===== config.mk =====
export PLATFORM = sky130hd
export DESIGN_NAME = seg7_encode_flat
export DESIGN_NICKNAME = d
export VERILOG_FILES = /design/src/rtl/seg7_pkg.sv /design/src/rtl/seg7_if.sv /design/src/rtl/seg7_lookup.sv /design/src/rtl/seg7_encode.sv /design/src/flat_wrapper.sv
export SDC_FILE = /design/constraint.sdc
export NUM_CORES = 1
export LEC_CHECK = 0
export ABC_AREA = 0
export ABC_CLOCK_PERIOD_IN_PS = 2900
export BUFFER_PORTS_ARGS = -buffer_cell sky130_fd_sc_hd__buf_4
export CAP_MARGIN = 10
export CORE_MARGIN = 3
export CORE_UTILIZATION = 40
export CTS_BUF_LIST = sky130_fd_sc_hd__clkbuf_2
export CTS_CLUSTER_SIZE = 16
export DETAILED_ROUTE_END_ITERATION = 10
export PLACE_DENSITY = 0.61
export SYNTH_ARGS = -nofsm -noshare
export SYNTH_HDL_FRONTEND = slang
export SYNTH_SLANG_ARGS = --single-unit

===== constraint.sdc =====
create_clock -name clk -period 2.9 [get_ports clk]
set_clock_uncertainty 0.05 [all_clocks]
set_input_delay 0.29 -clock clk [delete_from_list [all_inputs] [get_ports clk]]
set_output_delay 0.29 -clock clk [all_outputs]
set_load 0.05 [all_outputs]

===== src/rtl/seg7_pkg.sv =====
// rtl/seg7_pkg.sv - shared segment bit positions, glyph patterns and FSM state type
// Used by seg7_lookup and seg7_encode via import seg7_pkg::*.
package seg7_pkg;

  // Segment bit positions on the 8-bit bus (1 = lit)
  localparam int SEG_TOP = 0;
  localparam int SEG_TR  = 1;
  localparam int SEG_BR  = 2;
  localparam int SEG_BOT = 3;
  localparam int SEG_BL  = 4;
  localparam int SEG_TL  = 5;
  localparam int SEG_MID = 6;
  localparam int SEG_DP  = 7;

  // Glyph patterns on bits[6:0]
  localparam logic [6:0] PAT_0 = 7'h3F;
  localparam logic [6:0] PAT_1 = 7'h06;
  localparam logic [6:0] PAT_2 = 7'h5B;
  localparam logic [6:0] PAT_3 = 7'h4F;
  localparam logic [6:0] PAT_4 = 7'h66;
  localparam logic [6:0] PAT_5 = 7'h6D;
  localparam logic [6:0] PAT_6 = 7'h7D;
  localparam logic [6:0] PAT_7 = 7'h07;
  localparam logic [6:0] PAT_8 = 7'h7F;
  localparam logic [6:0] PAT_9 = 7'h6F;
  localparam logic [6:0] PAT_A = 7'h77;
  localparam logic [6:0] PAT_B = 7'h7C;
  localparam logic [6:0] PAT_C = 7'h39;
  localparam logic [6:0] PAT_D = 7'h5E;
  localparam logic [6:0] PAT_E = 7'h79;
  localparam logic [6:0] PAT_F = 7'h71;

  typedef enum logic {
    TRACK = 1'b0,
    OFFER = 1'b1
  } state_e;

endpackage


===== src/rtl/seg7_if.sv =====
// rtl/seg7_if.sv - digit output stream with status flags
// master: encoder side (drives valid_out, num_out, dp_out, blank_out, err_out, err_count; reads ready_in)
// slave:  consumer side
interface seg7_if;
  logic       ready_in;
  logic       valid_out;
  logic [3:0] num_out;
  logic       dp_out;
  logic       blank_out;
  logic       err_out;
  logic [7:0] err_count;

  modport master (
    input  ready_in,
    output valid_out, num_out, dp_out, blank_out, err_out, err_count
  );

  modport slave (
    output ready_in,
    input  valid_out, num_out, dp_out, blank_out, err_out, err_count
  );
endinterface


===== src/rtl/seg7_lookup.sv =====
// rtl/seg7_lookup.sv - combinational glyph decode, bits[6:0] -> value/legal/blank
// Ports: seg (in 7), value (out 4), legal (out 1, recognised glyph), blank (out 1, no segment lit).
// Hex glyphs A-F are recognised only when SEG7_HEX_EN is defined.
module seg7_lookup
  import seg7_pkg::*;
(
  input  logic [6:0] seg,
  output logic [3:0] value,
  output logic       legal,
  output logic       blank
);

  always_comb begin
    value = 4'h0;
    legal = 1'b1;
    blank = (seg == 7'h00);
    case (seg)
      PAT_0: value = 4'h0;
      PAT_1: value = 4'h1;
      PAT_2: value = 4'h2;
      PAT_3: value = 4'h3;
      PAT_4: value = 4'h4;
      PAT_5: value = 4'h5;
      PAT_6: value = 4'h6;
      PAT_7: value = 4'h7;
      PAT_8: value = 4'h8;
      PAT_9: value = 4'h9;
`ifdef SEG7_HEX_EN
      PAT_A: value = 4'hA;
      PAT_B: value = 4'hB;
      PAT_C: value = 4'hC;
      PAT_D: value = 4'hD;
      PAT_E: value = 4'hE;
      PAT_F: value = 4'hF;
`endif
      // blank also lands here; callers separate it via the blank flag
      default: legal = 1'b0;
    endcase
  end

endmodule


===== src/rtl/seg7_encode.sv =====
// rtl/seg7_encode.sv - debounce a 7-segment bus and recover the displayed digit
// Ports: clk, rst (sync, active-high), seg_in[7:0] (bit7 = dp), out_if (seg7_if.master).
// Parameter STABLE_CYCLES (2..15): identical samples needed to accept a pattern.
// Macro SEG7_HEX_EN: also decode glyphs A-F.
module seg7_encode
  import seg7_pkg::*;
#(
  parameter int STABLE_CYCLES = 4
) (
  input  logic       clk,
  input  logic       rst,
  input  logic [7:0] seg_in,
  seg7_if.master     out_if
);

  localparam logic [3:0] CNT_MAX = 4'(STABLE_CYCLES);
  localparam logic [3:0] CNT_ACC = 4'(STABLE_CYCLES - 1);

  state_e     state_q, state_d;
  logic [7:0] seg_q, seg_d;
  logic [7:0] last_acc_q, last_acc_d;
  logic [3:0] cnt_q, cnt_d;
  logic [3:0] num_q, num_d;
  logic       dp_q, dp_d;
  logic       blank_q, blank_d;
  logic       err_q, err_d;
  logic [7:0] err_cnt_q, err_cnt_d;
  logic       pend_valid_q, pend_valid_d;
  logic [3:0] pend_num_q, pend_num_d;
  logic       pend_dp_q, pend_dp_d;

  logic [3:0] lk_value;
  logic       lk_legal;
  logic       lk_blank;
  logic       accept;
  logic       acc_digit;
  logic       acc_err;

  seg7_lookup u_lookup (
    .seg   (seg_q[6:0]),
    .value (lk_value),
    .legal (lk_legal),
    .blank (lk_blank)
  );

  always_comb begin
    seg_d        = seg_in;
    state_d      = state_q;
    last_acc_d   = last_acc_q;
    num_d        = num_q;
    dp_d         = dp_q;
    blank_d      = blank_q;
    err_cnt_d    = err_cnt_q;
    pend_valid_d = pend_valid_q;
    pend_num_d   = pend_num_q;
    pend_dp_d    = pend_dp_q;

    if (seg_in != seg_q)        cnt_d = 4'd0;
    else if (cnt_q == CNT_MAX)  cnt_d = cnt_q;
    else                        cnt_d = cnt_q + 4'd1;

    // cnt passes CNT_ACC once per stable run, so a run accepts at most once;
    // the full byte is compared so a dp-only change counts as a new pattern
    accept    = (cnt_q == CNT_ACC) && (seg_q != last_acc_q);
    acc_digit = accept && lk_legal;
    acc_err   = accept && !lk_legal && !lk_blank;

    err_d = acc_err;
    if (acc_err && (err_cnt_q != 8'hFF)) err_cnt_d = err_cnt_q + 8'd1;

    if (accept) begin
      last_acc_d = seg_q;
      blank_d    = lk_blank;
    end

    case (state_q)
      TRACK: begin
        if (acc_digit) begin
          num_d   = lk_value;
          dp_d    = seg_q[SEG_DP];
          state_d = OFFER;
        end
      end
      OFFER: begin
        if (out_if.ready_in) begin
          if (pend_valid_q) begin
            // pending digit goes out first; a simultaneous accept refills the slot
            num_d        = pend_num_q;
            dp_d         = pend_dp_q;
            pend_valid_d = acc_digit;
            if (acc_digit) begin
              pend_num_d = lk_value;
              pend_dp_d  = seg_q[SEG_DP];
            end
          end else if (acc_digit) begin
            num_d = lk_value;
            dp_d  = seg_q[SEG_DP];
          end else begin
            state_d = TRACK;
          end
        end else if (acc_digit) begin
          // single-entry slot: newer accepts overwrite an unsent pending digit
          pend_valid_d = 1'b1;
          pend_num_d   = lk_value;
          pend_dp_d    = seg_q[SEG_DP];
        end
      end
      default: state_d = TRACK;
    endcase
  end

  always_ff @(posedge clk) begin
    if (rst) begin
      state_q      <= TRACK;
      seg_q        <= 8'h00;
      last_acc_q   <= 8'h00;
      cnt_q        <= 4'd0;
      num_q        <= 4'h0;
      dp_q         <= 1'b0;
      blank_q      <= 1'b1;
      err_q        <= 1'b0;
      err_cnt_q    <= 8'h00;
      pend_valid_q <= 1'b0;
      pend_num_q   <= 4'h0;
      pend_dp_q    <= 1'b0;
    end else begin
      state_q      <= state_d;
      seg_q        <= seg_d;
      last_acc_q   <= last_acc_d;
      cnt_q        <= cnt_d;
      num_q        <= num_d;
      dp_q         <= dp_d;
      blank_q      <= blank_d;
      err_q        <= err_d;
      err_cnt_q    <= err_cnt_d;
      pend_valid_q <= pend_valid_d;
      pend_num_q   <= pend_num_d;
      pend_dp_q    <= pend_dp_d;
    end
  end

  assign out_if.valid_out = (state_q == OFFER);
  assign out_if.num_out   = num_q;
  assign out_if.dp_out    = dp_q;
  assign out_if.blank_out = blank_q;
  assign out_if.err_out   = err_q;
  assign out_if.err_count = err_cnt_q;

endmodule


===== src/flat_wrapper.sv =====
// flat-port wrapper written by rule: the top's interface ports become plain ports
module seg7_encode_flat import seg7_pkg::*;
#(
  parameter int STABLE_CYCLES = 4
)
  (clk, rst, seg_in, out_if_ready_in, out_if_valid_out, out_if_num_out, out_if_dp_out, out_if_blank_out, out_if_err_out, out_if_err_count);
  seg7_if out_if_i ();
  input  logic clk;
  input  logic rst;
  input  logic [7:0] seg_in;
  input wire logic [$bits(out_if_i.ready_in)-1:0] out_if_ready_in;
  output wire logic [$bits(out_if_i.valid_out)-1:0] out_if_valid_out;
  output wire logic [$bits(out_if_i.num_out)-1:0] out_if_num_out;
  output wire logic [$bits(out_if_i.dp_out)-1:0] out_if_dp_out;
  output wire logic [$bits(out_if_i.blank_out)-1:0] out_if_blank_out;
  output wire logic [$bits(out_if_i.err_out)-1:0] out_if_err_out;
  output wire logic [$bits(out_if_i.err_count)-1:0] out_if_err_count;
  assign out_if_i.ready_in = out_if_ready_in;
  assign out_if_valid_out = out_if_i.valid_out;
  assign out_if_num_out = out_if_i.num_out;
  assign out_if_dp_out = out_if_i.dp_out;
  assign out_if_blank_out = out_if_i.blank_out;
  assign out_if_err_out = out_if_i.err_out;
  assign out_if_err_count = out_if_i.err_count;
  seg7_encode #(.STABLE_CYCLES(STABLE_CYCLES)) u_core (.clk(clk), .rst(rst), .seg_in(seg_in), .out_if(out_if_i));
endmodule

Word level (Yosys, flattened, before mapping)
Cells that the tools add are included.
{ "word_totals": {"regBits": 42, "latchBits": 0, "mem_bits_rw": 0, "mem_bits_ro": 0, "input_bits": 11, "out_inout_bits": 16, "elab_cells": 68, "memories": 0} }
{ "classes": {"addsub": 2, "n_mul": 0, "n_div": 0, "n_lt_le_gt_ge": 0, "n_eq_ne": 17, "n_shift": 0, "muxes": 23, "n_bitwise": 1, "n_reduce_logical": 13} }
{ "op_table": {"columns": ["op", "n"], "rows": [
  ["7-bit equality test, second input constant", 7],
  ["4-bit case mux with 9 select lines", 1],
  ["4-bit 2-to-1 mux", 6],
  ["8-bit != test", 2],
  ["7-bit by 3-bit equality test with 1-bit output, second input constant", 2],
  ["1-bit 2-to-1 mux", 13],
  ["10-bit OR reduction", 1],
  ["8-bit by 1-bit adder with 8-bit output, second input constant", 1],
  ["8-bit != test, second input constant", 1],
  ["4-bit case mux with 2 select lines", 1],
  ["7-bit by 6-bit equality test with 1-bit output, second input constant", 1],
  ["7-bit logical NOT", 1],
  ["1-bit logical AND", 5],
  ["4-bit by 1-bit adder with 4-bit output, second input constant", 1],
  ["4-bit by 2-bit equality test with 1-bit output, second input constant", 1],
  ["4-bit by 3-bit equality test with 1-bit output, second input constant", 1],
  ["1-bit case mux with 2 select lines", 2],
  ["2-bit AND reduction", 2],
  ["1-bit logical NOT", 2],
  ["2-bit by 1-bit != test with 1-bit output, second input constant", 1],
  ["2-bit != test, second input constant", 1],
  ["2-bit nonzero test", 1],
  ["2-bit OR reduction", 1],
  ["1-bit NOT", 1]
]} }

Longest topological paths before layout
Gate-level depths: netlist (run 1).
{ "depth": {"depth_word": 8, "depth_mapped": 8, "ltp_nobuf": 6} }

Cells and area by module
A second synthesis (run 1) with hierarchy kept.
{ "hier_totals": {"cells_unflattened": 238, "hier_area_um2": 2142.1} }
{ "by_module_without_submodules": {"columns": ["module", "instances", "cells_per_inst", "area_per_inst_um2", "seq_area_each_um2"], "rows": [
  ["seg7_encode", 1, 210, 1959.4, 840.8],
  ["seg7_lookup", 1, 28, 182.7, 0.0]
]} }

Worst setup path before layout (run 1)
No wires, ideal clock.
{ "synth_path": {"kind": "reg2reg", "from": "register u_core.seg_q[4]", "to": "register u_core.err_cnt_q[4] (netlist: u_core.out_if.err_count[4])", "setup_time_ps": 123, "arrival_ps": 1911, "t_required_ps": 2727, "setup_slack_ps": 816, "path_stages_with_launch": 9, "path_cell_list": "dfxtp_1 buf_6 xnor2_2 o32ai_1 a21o_1 or3_1 buf_2 nor4_1 mux2_1"} }
{ "synth_between": {"elab_chain_len": 7, "word_cells_on_any_way": 20, "cone_classes": "11 x eq/ne; 1 x mux; 8 x reduce/logical"} }
{ "synth_lines": {"columns": ["item", "line", "text"], "rows": [
  ["start: declaration", "seg7_encode.sv:20", "logic [7:0] seg_q, seg_d;"],
  ["start signal: assignment", "seg7_encode.sv:128", "seg_q <= seg_d;"],
  ["7-bit equality test, or another cell as far along", "seg7_lookup.sv:17", "case (seg)"],
  ["10-bit OR reduction (no source line)", null, null],
  ["1-bit 2-to-1 mux", "seg7_lookup.sv:17", null],
  ["1-bit logical NOT", "seg7_encode.sv:66", "acc_err = accept && !lk_legal && !lk_blank;"],
  ["1-bit logical AND", "seg7_encode.sv:66", null],
  ["1-bit logical AND *", "seg7_encode.sv:66", null],
  ["1-bit logical AND *", "seg7_encode.sv:69", "if (acc_err && (err_cnt_q != 8'hFF)) err_cnt_d = err_cnt_q + 8'd1;"],
  ["end signal: assignment", "seg7_encode.sv:135", "err_cnt_q <= err_cnt_d;"],
  ["end: declaration", "seg7_encode.sv:27", "logic [7:0] err_cnt_q, err_cnt_d;"]
]} }
Every way passes the cells marked *; elsewhere a longest branch is shown, timed or not.
A chain may end at the register's enable or synchronous reset.

Final worst setup path (run 1)
Same ends and word-level chain as after synthesis.

==> results of run 1 <==
==> power by group <==
part           internal (uW)  total [uW]  leakage, uW  switching (uW)
registers                584         602     0.000340            17.9
logic                   36.1        70.6     0.000593            34.5
clock network           63.6         254    0.0000330             190
==> cell families (layout without fill, tap and decap cells) <==
logic type,Yosys count,in the layout,share of synthesized area (%)
compound gates,46,46,14.3
xor+xnor,18,18,7.46
simple gates,101,101,25.8
fa+ha+maj,3,3,1.70
flops,42,42,38.0
mux,15,15,7.07
buf+inv,22,41,5.65
==> synthesized netlist by cell type, types with 2 or more instances <==
master / instances
nand2_1: 9
and3_1: 7
a21oi_1: 13
o31ai_1: 2
mux2_1: 3
nand3_1: 7
nor2_1: 28
inv_1: 5
mux2i_1: 10
nor4_1: 3
ha_1: 3
xnor2_1: 16
buf_6: 4
o21ai_0: 7
buf_4: 2
nand3b_1: 6
o22ai_1: 3
a31oi_1: 5
a211oi_1: 4
clkbuf_1: 7
o311a_1: 2
nand2b_1: 3
nor2b_1: 14
dfxtp_1: 42
nand4_1: 8
nor3_1: 6
mux2_2: 2
or3_1: 3
a21o_1: 2
buf_2: 4
==> final cells by class <==
class	instances	share of cell area, %
Multi-Input combinational cell	183	50.9
Clock inverter	2	0.562
Timing Repair Buffer	28	8.58
Tap cell	70	3.58
Inverter	5	0.766
Clock buffer	6	1.23
Sequential cell	42	34.3
==> worst max path at each step <==
stage / from / end / slack, ns / cells after the start
2_1_floorplan: u_core.seg_q[4]$_SDFF_PP0_ / u_core.out_if.err_count[4]$_SDFFE_PP0P_ / 0.82 / 8
3_3_place_gp: u_core.seg_q[4]$_SDFF_PP0_ / u_core.out_if.err_count[4]$_SDFFE_PP0P_ / 0.51 / 6
3_5_place_dp: u_core.seg_q[4]$_SDFF_PP0_ / u_core.out_if.err_count[4]$_SDFFE_PP0P_ / 0.42 / 6
4_1_cts: u_core.seg_q[4]$_SDFF_PP0_ / u_core.out_if.err_count[4]$_SDFFE_PP0P_ / 0.39 / 6
5_1_grt: u_core.seg_q[4]$_SDFF_PP0_ / u_core.out_if.err_count[4]$_SDFFE_PP0P_ / 0.23 / 6
6_report: u_core.seg_q[4]$_SDFF_PP0_ / u_core.out_if.err_count[4]$_SDFFE_PP0P_ / 0.39 / 6
==> per-layer routing <==
layer / routed length, um / up-vias
met4: 48 / 0
met1: 2140 / 796
li1: - / 915
met5: 0 / -
met2: 2040 / 21
met3: 132 / 6
==> worst max-delay path, delay by kind of cell (launching register included) <==
kind | cells | cell delay [ns]
simple gates | 2 | 0.82
flops | 1 | 0.73
mux | 1 | 0.35
compound gates | 2 | 0.31
xor+xnor | 1 | 0.17
==> metrics by stage <==
step	utilization (%)	instance area, um^2	hold WS [ns]	total power, uW	cells
2_1_floorplan	-	2210	0.368	668	247
3_3_place_gp	45.9	2400	0.415	685	328
3_5_place_dp	45.9	2400	0.419	685	328
4_1_cts	46.8	2450	0.0323	942	336
5_1_grt	46.8	2450	0.0296	977	336
6_report	46.8	2450	0.0561	927	336
==> cell usage in the layout, fill, tap and decap left out, types with 2 or more instances in the layout <==
cell and instances:
a211oi_1 4, a21o_1 2, a21oi_1 13, a31oi_1 5, and3_1 7, buf_4 28
clkbuf_2 6, dfxtp_1 42, ha_1 3, inv_1 5, mux2_1 3, mux2_2 2
mux2i_1 10, nand2_1 9, nand2b_1 3, nand3_1 7, nand3b_1 6, nand4_1 8
nor2_1 28, nor2b_1 14, nor3_1 6, nor4_1 3, o21ai_0 7, o22ai_1 3
o311a_1 2, o31ai_1 2, or3_1 3, xnor2_1 16
==> sequential cells by signal, summed over array words and instances (netlist names) <==
name / cells
u_core.last_acc_q: 8
u_core.out_if.err_count: 8
u_core.seg_q: 8
u_core.cnt_q: 4
u_core.out_if.num_out: 4
u_core.pend_num_q: 4
u_core.out_if.blank_out: 1
u_core.out_if.dp_out: 1
u_core.out_if.err_out: 1
u_core.out_if.valid_out: 1
u_core.pend_dp_q: 1
u_core.pend_valid_q: 1
==> flow_summary.ini, run 1 <==
[outcome]
status = complete, no violations

[worst_hold_path]
hold_path_startpoint = seg_in[2]
worstHoldPathCells = 2
hold_path_class = in -> reg
hold_end = u_core.seg_q[2]$_SDFF_PP0_

[clock_network]
cts_tree = yes
insertion_delay_ns = 0.40
cts_buffers = 5
cts-resized-gates = 0
ctsHtreeMaxLevel = 2
path_clk_slew_ns = 0.20
cts.sinks = 42
clockRootBuffer = clkbuf_2
post-cts-setup-buffers = 0
ctsHoldBuffers = 0
cts_buffer_depth = 2

[final_layout]
synthToLayoutAreaGrowth_pct = 10.6
fillers = 518
antenna_cells = 0
regArea_um2 = 841
nNetsFinal = 279
multi_input_area_um2 = 1250
drive_gt1_share_pct = 17.7

[critical_path]
slowest_delay_ns = 0.73
start_kind = flop
path_class = reg -> reg
cp_max_fo = 10
reg2reg_from = u_core.seg_q[4]$_SDFF_PP0_
worstPathArrival_ns = 2.76
slowest_stage = dfxtp_1
reg2reg_depth = 6
ff2ff_setup_slack_ns = 0.39
path_cells = xnor2_2 > o32ai_1 > a21o_1 > or3_1 > nor4_1 > mux2_1
worstPathRequired_ns = 3.15
worstReg2RegEnd = u_core.out_if.err_count[4]$_SDFFE_PP0P_
end_kind = flop

[logic_synthesis]
synth_top_area_share_pct = 38.0
yosysWarnings = 0
syn-cell-area_um2 = 2210
postSynthAreaPerCell_um2 = 8.96
ys_seq_area_share_pct = 38.0
synthFlopType = dfxtp_1
syn_nets = 261
ys_ff_latch = 42
yosys-top-cells-area = dfxtp_1 38%, xnor2_1 6.3%, nor2_1 4.7%
ys_types = 47
synth_edf_count = 0
synth_area_leader_cell = dfxtp_1
syn_inst = 247
async_flop_share_pct = 0

[sta]
fmax_ghz = 0.398
setup_violations = 0
layout_min_cycle_time_ns = 2.51
worst_pin_slew_ns = 0.570
post-route-period-util_pct = 86.6
rsz0062_at_grt = false
hold_viol_final = 0
slew-limit-headroom_pct = 61.9
setup_tns_ns = 0
setup_ws_ns = 0.389
finalMaxSlewViolations = 0

[global_routing]
grt_use_total_pct = 14.6
grt_util_met2_pct = 23.5
grt_pass1_vias = 1610
gr-usage-met1_pct = 19.6
antenna_found_initial = 0
grt-busiest-layer = met2
grt.overflow.total = 0
grt_start_max_net_pins = 45
met3_usage_pct = 3.36
grt_pass1_wl_um = 7530

[routing]
dr.pass1.iters = 4
num_vias = 1738
wl_per_cell_um = 13.0
viasPerCell = 5.17
antenna_left = 0
route.detailed.drc = 0
drt_iter0_drc = 135
wl_um = 4360

[power_and_ir_drop]
powerDensity_nw_per_um2 = 378
vdd_ir_drop_max_mv = 0.278
power.leakage_uw = 0.000967

[job]
cap_violations = 0

[placed_design]
dp_hpwl_um = 3240
place.port_buffers = 26
place.gp.congestion = 0.773
dp_slack_ns = 0.424

[floorplan]
start_util_pct = 42.3
coreArea_um2 = 5240
die_area_um2 = 6460
fp.dieH_um = 80.4
io_pins = 27
row_count = 26
die-width_um = 80.4
(Power assumes the default switching activity.)
==> inputs of run 2 (changes only) <==
- CELL_PAD_IN_SITES_DETAIL_PLACEMENT: default -> 1
- CELL_PAD_IN_SITES_GLOBAL_PLACEMENT: default -> 1
- PLACE_DENSITY: 0.61 -> 0.76
==> run 2 against run 1 <==
Final cell count down 0.60%. Worst hold slack got worse by 0.0066 ns. Non-clock buffer count is the same. Total power shrank 1.6%. Critical path depth unchanged. First-iteration DRC count decreased by 3.7%. Routed wire length increased by 19%. Count of clock-buffer cells in the layout fell by 1.
==> flow_summary.ini, run 2 (synthesized netlist as in run 1, its figures left out) <==
[outcome]
status = complete, no violations

[final_layout]
fillers = 638
regArea_um2 = 841
final_common_cell = dfxtp_1
antenna_cells = 0
drive_gt1_share_pct = 16.7
layout_common_cells = 42 x dfxtp_1, 28 x nor2_1, 28 x buf_4
synthToLayoutAreaGrowth_pct = 9.95
multi_input_area_um2 = 1250
nNetsFinal = 279

[routing]
drt_iter0_drc = 130
antenna_left = 0
num_vias = 1794
dr.pass1.iters = 4
wl_per_cell_um = 15.6
route.detailed.drc = 0
viasPerCell = 5.37
wl_um = 5210

[sta]
layout_min_cycle_time_ns = 2.54
hold_viol_final = 0
setup_tns_ns = 0
slew-limit-headroom_pct = 61.5
fmax_ghz = 0.394
hold_slack_ns = 0.0495
rsz0062_at_grt = false
setup_violations = 0
worst_pin_slew_ns = 0.576
finalMaxSlewViolations = 0
post-route-period-util_pct = 87.5

[clock_network]
ctsHoldBuffers = 0
clockRootBuffer = clkbuf_2
cts_buffers = 5
insertion_delay_ns = 0.40
cts.sinks = 42
cts-resized-gates = 0
cts_buffer_depth = 2
cts_tree = yes
post-cts-setup-buffers = 0
path_clk_slew_ns = 0.21
ctsHtreeMaxLevel = 2

[global_routing]
grt.overflow.total = 0
grt_start_max_net_pins = 45
grt_pass1_vias = 1826
grt_use_total_pct = 17.7
grt_pass1_wl_um = 8880
antenna_found_initial = 0

[critical_path]
cp_max_fo = 10
worstPathRequired_ns = 3.17
end_kind = flop
worstPathArrival_ns = 2.81
start_kind = flop
path_class = reg -> reg

[floorplan]
row_count = 26
start_util_pct = 42.3
coreArea_um2 = 5240
fp.dieH_um = 80.4
die_area_um2 = 6460
die-width_um = 80.4
io_pins = 27

[placed_design]
dp_hpwl_um = 3700
place.port_buffers = 26
place.gp.congestion = 0.774

[worst_hold_path]
hold_path_class = in -> reg

[power_and_ir_drop]
power.leakage_uw = 0.000956
vdd_ir_drop_max_mv = 0.192
powerDensity_nw_per_um2 = 375

[job]
cap_violations = 0
-- run 2: critical path: stages, from the launching register on --
cell,delay [ns]
dfxtp_1,0.72
xnor2_2,0.16
o32ai_1,0.11
a21o_1,0.21
or3_1,0.50
nor4_1,0.34
mux2_1,0.36
-- run 2: where the power goes --
part | internal [uW] | switching [uW]
registers | 584 | 18.6
clock network | 47.9 | 188
logic | 36.2 | 36.7
total | 668 | 243
-- run 2: worst paths after layout --
check,from,to,depth (start not counted),slack (ns)
max,u_core.seg_q[4]$_SDFF_PP0_,u_core.out_if.err_count[5]$_SDFFE_PP0P_,6,0.36
min,seg_in[4],u_core.seg_q[4]$_SDFF_PP0_,2,0.05
max reg2reg,u_core.seg_q[4]$_SDFF_PP0_,u_core.out_if.err_count[5]$_SDFFE_PP0P_,6,0.36
min reg2reg,u_core.pend_num_q[0]$_SDFFE_PP0P_,u_core.pend_num_q[0]$_SDFFE_PP0P_,2,0.46
-- run 2: cell type report --
class,instances,share of cell area [%]
clock buffer,5,1.03
clock inverter,1,0.154
inverter,5,0.771
multi-input combinational,183,51.3
sequential,42,34.6
tap,70,3.60
timing repair buffer,28,8.64
-- run 2: per-layer routing --
metal / routed length (um) / global-route usage [%]
met1: 2500 / 22.6
met2: 2510 / 29.6
met4: 51 / 5.24
met3: 142 / 4.15
met5: 0 / 0
-- run 2: through the flow --
stage	cell area, um^2	total power, uW	worst slack (ns)	instances	utilization [%]
CTS	2430	922	0.376	334	46.5
floorplan	2210	668	0.816	247	-
detailed placement	2400	688	0.398	328	45.9
global placement	2400	686	0.495	328	45.9
finish	2430	912	0.362	334	46.5
global route	2430	956	0.166	334	46.5
